### src/rtl/vram_arbiter_if.sv
// vram_arbiter_if: writer request port and memory command/read-data port of vram_arbiter.
interface vram_arbiter_if #(
  parameter int ADDR_W = 14,
  parameter int DATA_W = 3
);
  logic              wr_valid;
  logic              wr_ready;
  logic [ADDR_W-1:0] wr_adr;
  logic [DATA_W-1:0] wr_data;
  logic [ADDR_W-1:0] mem_adr;
  logic              mem_we;
  logic [DATA_W-1:0] mem_wdata;
  logic [DATA_W-1:0] mem_rdata;
  modport master (
    output wr_valid, wr_adr, wr_data, mem_rdata,
    input  wr_ready, mem_adr, mem_we, mem_wdata
  );
  modport slave (
    input  wr_valid, wr_adr, wr_data, mem_rdata,
    output wr_ready, mem_adr, mem_we, mem_wdata
  );
endinterface

### src/rtl/vram_arbiter.sv
// vram_arbiter: display-priority single-port VRAM arbiter with a write FIFO drained into free slots.
// Define VRAM_ARB_STEAL_EN to steal one write slot per repeated display-address run.
module vram_arbiter #(
  parameter int ADDR_W     = 14,
  parameter int DATA_W     = 3,
  parameter int FIFO_DEPTH = 4
) (
  input  logic                        clk,
  input  logic                        reset,
  vram_arbiter_if.slave               bus,
  input  logic [ADDR_W-1:0]           disp_adr,
  input  logic                        display_time,
  input  logic                        hsync_in,
  input  logic                        vsync_in,
  output logic [DATA_W-1:0]           pixel,
  output logic                        hsync_o,
  output logic                        vsync_o,
  output logic [$clog2(FIFO_DEPTH):0] fifo_level
);
  localparam int PW = $clog2(FIFO_DEPTH);
  logic [ADDR_W-1:0] fadr_q [FIFO_DEPTH];
  logic [ADDR_W-1:0] fadr_d [FIFO_DEPTH];
  logic [DATA_W-1:0] fdat_q [FIFO_DEPTH];
  logic [DATA_W-1:0] fdat_d [FIFO_DEPTH];
  logic [PW-1:0]     wp_q, wp_d, rp_q, rp_d;
  logic [PW:0]       level_q, level_d;
  logic [ADDR_W-1:0] mem_adr_q, mem_adr_d;
  logic [DATA_W-1:0] mem_wdata_q, mem_wdata_d, pixel_q, pixel_d;
  logic              mem_we_q, mem_we_d;
  logic [2:0]        hs_q, hs_d, vs_q, vs_d;
  logic [1:0]        dt_q, dt_d, rd_q, rd_d;
  logic              push, empty, steal, rd_slot, wr_slot;
  assign empty        = level_q == '0;
  assign bus.wr_ready = level_q != (PW+1)'(FIFO_DEPTH);
  assign push         = bus.wr_valid && bus.wr_ready;
`ifdef VRAM_ARB_STEAL_EN
  logic [ADDR_W-1:0] last_adr_q, last_adr_d;
  logic              last_rd_q, last_rd_d;
  assign steal = display_time && last_rd_q && disp_adr == last_adr_q && !empty;
  // last_rd stays low for the rest of a repeated-address run once a steal (or prior clear) happened
  always_comb begin
    last_adr_d = disp_adr;
    last_rd_d  = rd_slot && (last_rd_q || disp_adr != last_adr_q);
  end
  always_ff @(posedge clk or negedge reset)
    if (!reset) begin
      last_adr_q <= '0;
      last_rd_q  <= 1'b0;
    end else begin
      last_adr_q <= last_adr_d;
      last_rd_q  <= last_rd_d;
    end
`else
  assign steal = 1'b0;
`endif
  assign rd_slot = display_time && !steal;
  assign wr_slot = (!display_time && !empty) || steal;
  always_comb begin
    fadr_d = fadr_q;
    fdat_d = fdat_q;
    if (push) begin
      fadr_d[wp_q] = bus.wr_adr;
      fdat_d[wp_q] = bus.wr_data;
    end
    wp_d        = push ? wp_q + 1'b1 : wp_q;
    rp_d        = wr_slot ? rp_q + 1'b1 : rp_q;
    level_d     = level_q + (PW+1)'(push) - (PW+1)'(wr_slot);
    mem_we_d    = wr_slot;
    mem_adr_d   = wr_slot ? fadr_q[rp_q] : disp_adr;
    mem_wdata_d = wr_slot ? fdat_q[rp_q] : '0;
    hs_d        = {hs_q[1:0], hsync_in};
    vs_d        = {vs_q[1:0], vsync_in};
    dt_d        = {dt_q[0], display_time};
    rd_d        = {rd_q[0], rd_slot};
    pixel_d     = !dt_q[1] ? '0 : rd_q[1] ? bus.mem_rdata : pixel_q;
  end
  // pixel_q is the third display_time stage: the mask uses the value two cycles old
  always_ff @(posedge clk or negedge reset)
    if (!reset) begin
      fadr_q      <= '{default: '0};
      fdat_q      <= '{default: '0};
      wp_q        <= '0;
      rp_q        <= '0;
      level_q     <= '0;
      mem_we_q    <= 1'b0;
      mem_adr_q   <= '0;
      mem_wdata_q <= '0;
      hs_q        <= '1;
      vs_q        <= '1;
      dt_q        <= '0;
      rd_q        <= '0;
      pixel_q     <= '0;
    end else begin
      fadr_q      <= fadr_d;
      fdat_q      <= fdat_d;
      wp_q        <= wp_d;
      rp_q        <= rp_d;
      level_q     <= level_d;
      mem_we_q    <= mem_we_d;
      mem_adr_q   <= mem_adr_d;
      mem_wdata_q <= mem_wdata_d;
      hs_q        <= hs_d;
      vs_q        <= vs_d;
      dt_q        <= dt_d;
      rd_q        <= rd_d;
      pixel_q     <= pixel_d;
    end
  assign bus.mem_we    = mem_we_q;
  assign bus.mem_adr   = mem_adr_q;
  assign bus.mem_wdata = mem_wdata_q;
  assign pixel         = pixel_q;
  assign hsync_o       = hs_q[2];
  assign vsync_o       = vs_q[2];
  assign fifo_level    = level_q;
endmodule

### src/flat_wrapper.sv
// flat-port wrapper written by rule: the top's interface ports become plain ports
module vram_arbiter_flat 
#(
  parameter int ADDR_W     = 14,
  parameter int DATA_W     = 3,
  parameter int FIFO_DEPTH = 4
)
  (clk, reset, disp_adr, display_time, hsync_in, vsync_in, pixel, hsync_o, vsync_o, fifo_level, bus_wr_valid, bus_wr_adr, bus_wr_data, bus_mem_rdata, bus_wr_ready, bus_mem_adr, bus_mem_we, bus_mem_wdata);
  vram_arbiter_if #(.ADDR_W(ADDR_W), .DATA_W(DATA_W)) bus_i ();
  input  logic clk;
  input  logic reset;
  input  logic [ADDR_W-1:0] disp_adr;
  input  logic display_time;
  input  logic hsync_in;
  input  logic vsync_in;
  output logic [DATA_W-1:0] pixel;
  output logic hsync_o;
  output logic vsync_o;
  output logic [$clog2(FIFO_DEPTH):0] fifo_level;
  input wire logic [$bits(bus_i.wr_valid)-1:0] bus_wr_valid;
  input wire logic [$bits(bus_i.wr_adr)-1:0] bus_wr_adr;
  input wire logic [$bits(bus_i.wr_data)-1:0] bus_wr_data;
  input wire logic [$bits(bus_i.mem_rdata)-1:0] bus_mem_rdata;
  output wire logic [$bits(bus_i.wr_ready)-1:0] bus_wr_ready;
  output wire logic [$bits(bus_i.mem_adr)-1:0] bus_mem_adr;
  output wire logic [$bits(bus_i.mem_we)-1:0] bus_mem_we;
  output wire logic [$bits(bus_i.mem_wdata)-1:0] bus_mem_wdata;
  assign bus_i.wr_valid = bus_wr_valid;
  assign bus_i.wr_adr = bus_wr_adr;
  assign bus_i.wr_data = bus_wr_data;
  assign bus_i.mem_rdata = bus_mem_rdata;
  assign bus_wr_ready = bus_i.wr_ready;
  assign bus_mem_adr = bus_i.mem_adr;
  assign bus_mem_we = bus_i.mem_we;
  assign bus_mem_wdata = bus_i.mem_wdata;
  vram_arbiter #(.ADDR_W(ADDR_W), .DATA_W(DATA_W), .FIFO_DEPTH(FIFO_DEPTH)) u_core (.clk(clk), .reset(reset), .bus(bus_i), .disp_adr(disp_adr), .display_time(display_time), .hsync_in(hsync_in), .vsync_in(vsync_in), .pixel(pixel), .hsync_o(hsync_o), .vsync_o(vsync_o), .fifo_level(fifo_level));
endmodule
### config.mk
export PLATFORM = sky130hd
export DESIGN_NAME = vram_arbiter_flat
export DESIGN_NICKNAME = d
export VERILOG_FILES = /design/src/rtl/vram_arbiter_if.sv /design/src/rtl/vram_arbiter.sv /design/src/flat_wrapper.sv
export SDC_FILE = /design/constraint.sdc
export NUM_CORES = 1
export LEC_CHECK = 0
export CAP_MARGIN = 20
export CORE_MARGIN = 2
export CORE_UTILIZATION = 32
export CTS_BUF_LIST = sky130_fd_sc_hd__clkbuf_4
export DETAILED_ROUTE_END_ITERATION = 16
export HOLD_SLACK_MARGIN = 0.03
export PLACE_DENSITY_LB_ADDON = 0.12
export REMOVE_ABC_BUFFERS = 1
export SLEW_MARGIN = 20
export SYNTH_ARGS = -nofsm -noshare
export SYNTH_HDL_FRONTEND = slang
export SYNTH_SLANG_ARGS = --single-unit
### constraint.sdc
create_clock -name clk -period 3.7 [get_ports clk]
set_clock_uncertainty 0.2 [all_clocks]
set_input_delay 1.11 -clock clk [delete_from_list [all_inputs] [get_ports clk]]
set_output_delay 1.11 -clock clk [all_outputs]
set_load 0.01 [all_outputs]
==> results.py <==
metrics = {
    "grt": {
        "grt.busiest_layer": "met2",
        "gr-total-overflow": 0,
        "grt_max_degree": 45,
        "grt.total_usage_pct": 12.4,
        "use_met3_pct": 1.71,
        "grt_antenna_before_repair": 1,
        "met1_usage_pct": 17.0,
        "first_global_vias": 2473,
        "grt_pass1_wl_mm": 13.5,
        "grt_use_met2_pct": 19.5,
    },
    "clocking": {
        "hold_buffers": 0,
        "cts_setup_buffers": 0,
        "cts.repair.resized": 0,
        "numCtsBuffers": 9,
        "htreeDepth": 3,
        "clkSinkCount": 104,
        "cts_tree": "yes",
        "cts_root_buf": "clkbuf_4",
        "clk_latency_ps": 440,
        "clk_pin_slew_worst_paths_ps": 140,
        "cts.path.max_buffers": 2,
    },
    "worst_setup_path": {
        "end_kind": "output port",
        "crit_path_cell_trace": "or3b_1, clkdlybuf4s50_1",
        "slowest_stage": "clkdlybuf4s50_1",
        "cp.required_ps": 2390,
        "critPathArrivalTime_ps": 1920,
        "worst-path-buf-inv": 1,
        "crit_family": "buffers and inverters",
        "critical_path_class": "register to output port",
        "max_stage_delay_ps": 530,
        "start_kind": "register",
        "critPathMaxFanout": 6,
    },
    "layout": {
        "fin_area_mm2": 0.00528,
        "fillers": 1248,
        "area_growth_pct": 22.5,
        "final_cells": 499,
        "final_util_pct": 40.0,
        "fin_nets": 364,
        "drive_gt1_share_pct": 40.4,
    },
    "route": {
        "via_per_inst": 4.56,
        "via_count": 2274,
        "first_iter_violations": 174,
        "antenna_left": 0,
        "wl_per_cell_um": 16.6,
        "first_pass_iters": 4,
        "routed_wl_mm": 8.27,
        "drc_errors": 0,
    },
    "floorplanning": {
        "start_util_pct": 32.7,
        "fp.dieW_um": 120,
        "coreArea_mm2": 0.0132,
        "die_y_um": 120,
        "placementRows": 42,
        "dieArea_mm2": 0.0144,
        "io_pins": 67,
    },
    "sta": {
        "setup_viol": 0,
        "slew_headroom_pct": 34.8,
        "clock.fmax_ghz": 0.310,
        "slew_viol_final": 0,
        "tightest_slew_ps": 977,
        "hold_violations": 0,
        "fin_crit_sh_pct": 87.3,
        "period_minus_slack_ps": 3230,
        "tns_ps": 0,
        "rsz0062_at_grt": "false",
    },
    "power": {
        "total_power_w": 0.00419,
        "p_per_area_mw_per_mm2": 794,
        "p_leak_nw": 2.20,
        "ir_worst_vdd_mv": 0.176,
    },
    "synth": {
        "synth_area_leaders": "dfrtp_1 (57%), mux2_2 (19%), mux4_2 (8.9%)",
        "synth.avg_cell_area_um2": 17.4,
        "ys_warn_count": 0,
        "synth_cells": 248,
        "yosys.area.top_type_share_pct": 56.9,
        "yosysUniqueCellTypes": 24,
        "async_reset_ff_share_pct": 100,
        "ys.flop_type": "dfrtp_1",
        "synth-edff-count": 0,
        "synth.most_common_cell": "dfrtp_1",
        "synth_top_cell_by_area": "dfrtp_1",
        "syn-cell-area_mm2": 0.00431,
        "ys_seq_area_share_pct": 60.6,
        "ys_ff_latch": 104,
        "synth_common_cells": "dfrtp_1 (98), mux2_2 (73), mux4_2 (17), mux2_4 (10)",
    },
    "job": {
        "maxCapViolations": 0,
    },
    "worst_hold_path": {
        "min_path_type": "register to register",
    },
    "run_status": {
        "outcome": "completed",
    },
    "placed_design": {
        "placed_area_mm2": 0.00515,
        "gp_congestion": 0.665,
        "portBuffers": 66,
        "dp_hpwl_mm": 5.10,
        "dpl.cell_count": 483,
    },
}
per-layer routing:
layer  vias up  wire [um]
met1      1199       3910
li1       1031          -
met3         8        221
met4         0        143
met5         -          0
met2        36       3990
registers in the layout, indices dropped and copies added (netlist names), 3 cells and up:
register	flops
u_core.fadr_q	56
u_core.bus.mem_adr	14
u_core.fdat_q	12
u_core.bus.mem_wdata	3
u_core.fifo_level	3
u_core.hs_q	3
u_core.pixel	3
u_core.vs_q	3
layout by cell type (no fill, tap or decap), types with 4 or more instances in the layout:
master / n
dfrtp_1: 98
mux2_2: 73
clkdlybuf4s50_1: 65
mux4_2: 17
mux2_4: 10
clkbuf_4: 10
and2_1: 6
dfstp_2: 6
ha_1: 5
inv_1: 4
buf_4: 4
logic make-up (layout without fill, tap and decap cells):
family	count (synthesis)	in the layout	synth area share [%]
simple gates	18	18	2.82
mux	100	100	31.5
xor+xnor	5	5	1.02
fa+ha+maj	6	6	1.92
buf+inv	15	89	2.21
flops	104	104	60.6
other cells	0	1	0
power by group:
group / internal (W) / switching (W) / total (W)
logic: 0.00110 / 0.000562 / 0.00167
registers: 0.00166 / 0.000300 / 0.00196
clock network: 0.000206 / 0.000362 / 0.000568
total: 0.00297 / 0.00122 / 0.00419
through the flow:
stage	hold WS (ps)	setup WS [ps]
after floorplan	131	1110
after global placement	134	632
after detailed placement	136	629
after CTS	167	422
after global routing	171	385
final	166	471
final timing paths:
kind	from	to	slack (ps)	cells past startpoint
hold reg to reg	u_core.rd_q[0]	u_core.dt_q[1]	170	0
setup reg to reg	u_core.fifo_level[1]	u_core.fifo_level[2]	1350	7
setup / recovery	u_core.fifo_level[1]	bus_wr_ready	470	2
hold / removal	u_core.rd_q[0]	u_core.dt_q[1]	170	0
min in group asynchronous	reset	u_core.bus.mem_adr[1]	430	1
max in group asynchronous	reset	u_core.fadr_q[41]	2180	2
layout make-up:
cell class | count | area (um^2) | share of cell area, %
Antenna cell | 1 | 2.50 | 0.0474
Clock buffer | 10 | 75.1 | 1.42
Clock inverter | 5 | 48.8 | 0.925
Inverter | 4 | 15.0 | 0.284
Multi-Input combinational cell | 129 | 1610 | 30.4
Sequential cell | 104 | 2610 | 49.5
Tap cell | 176 | 220 | 4.17
Timing Repair Buffer | 70 | 701 | 13.3
worst register-to-register path, cell delays in order, from the launching register on:
cell and delay [ps]:
dfrtp_1 440, or3b_1 520, nand2_1 190, inv_1 60, ha_1 200, fa_1 370, xnor2_1 170, xnor2_1 130
Note: power is estimated with default switching activity, not from simulation.
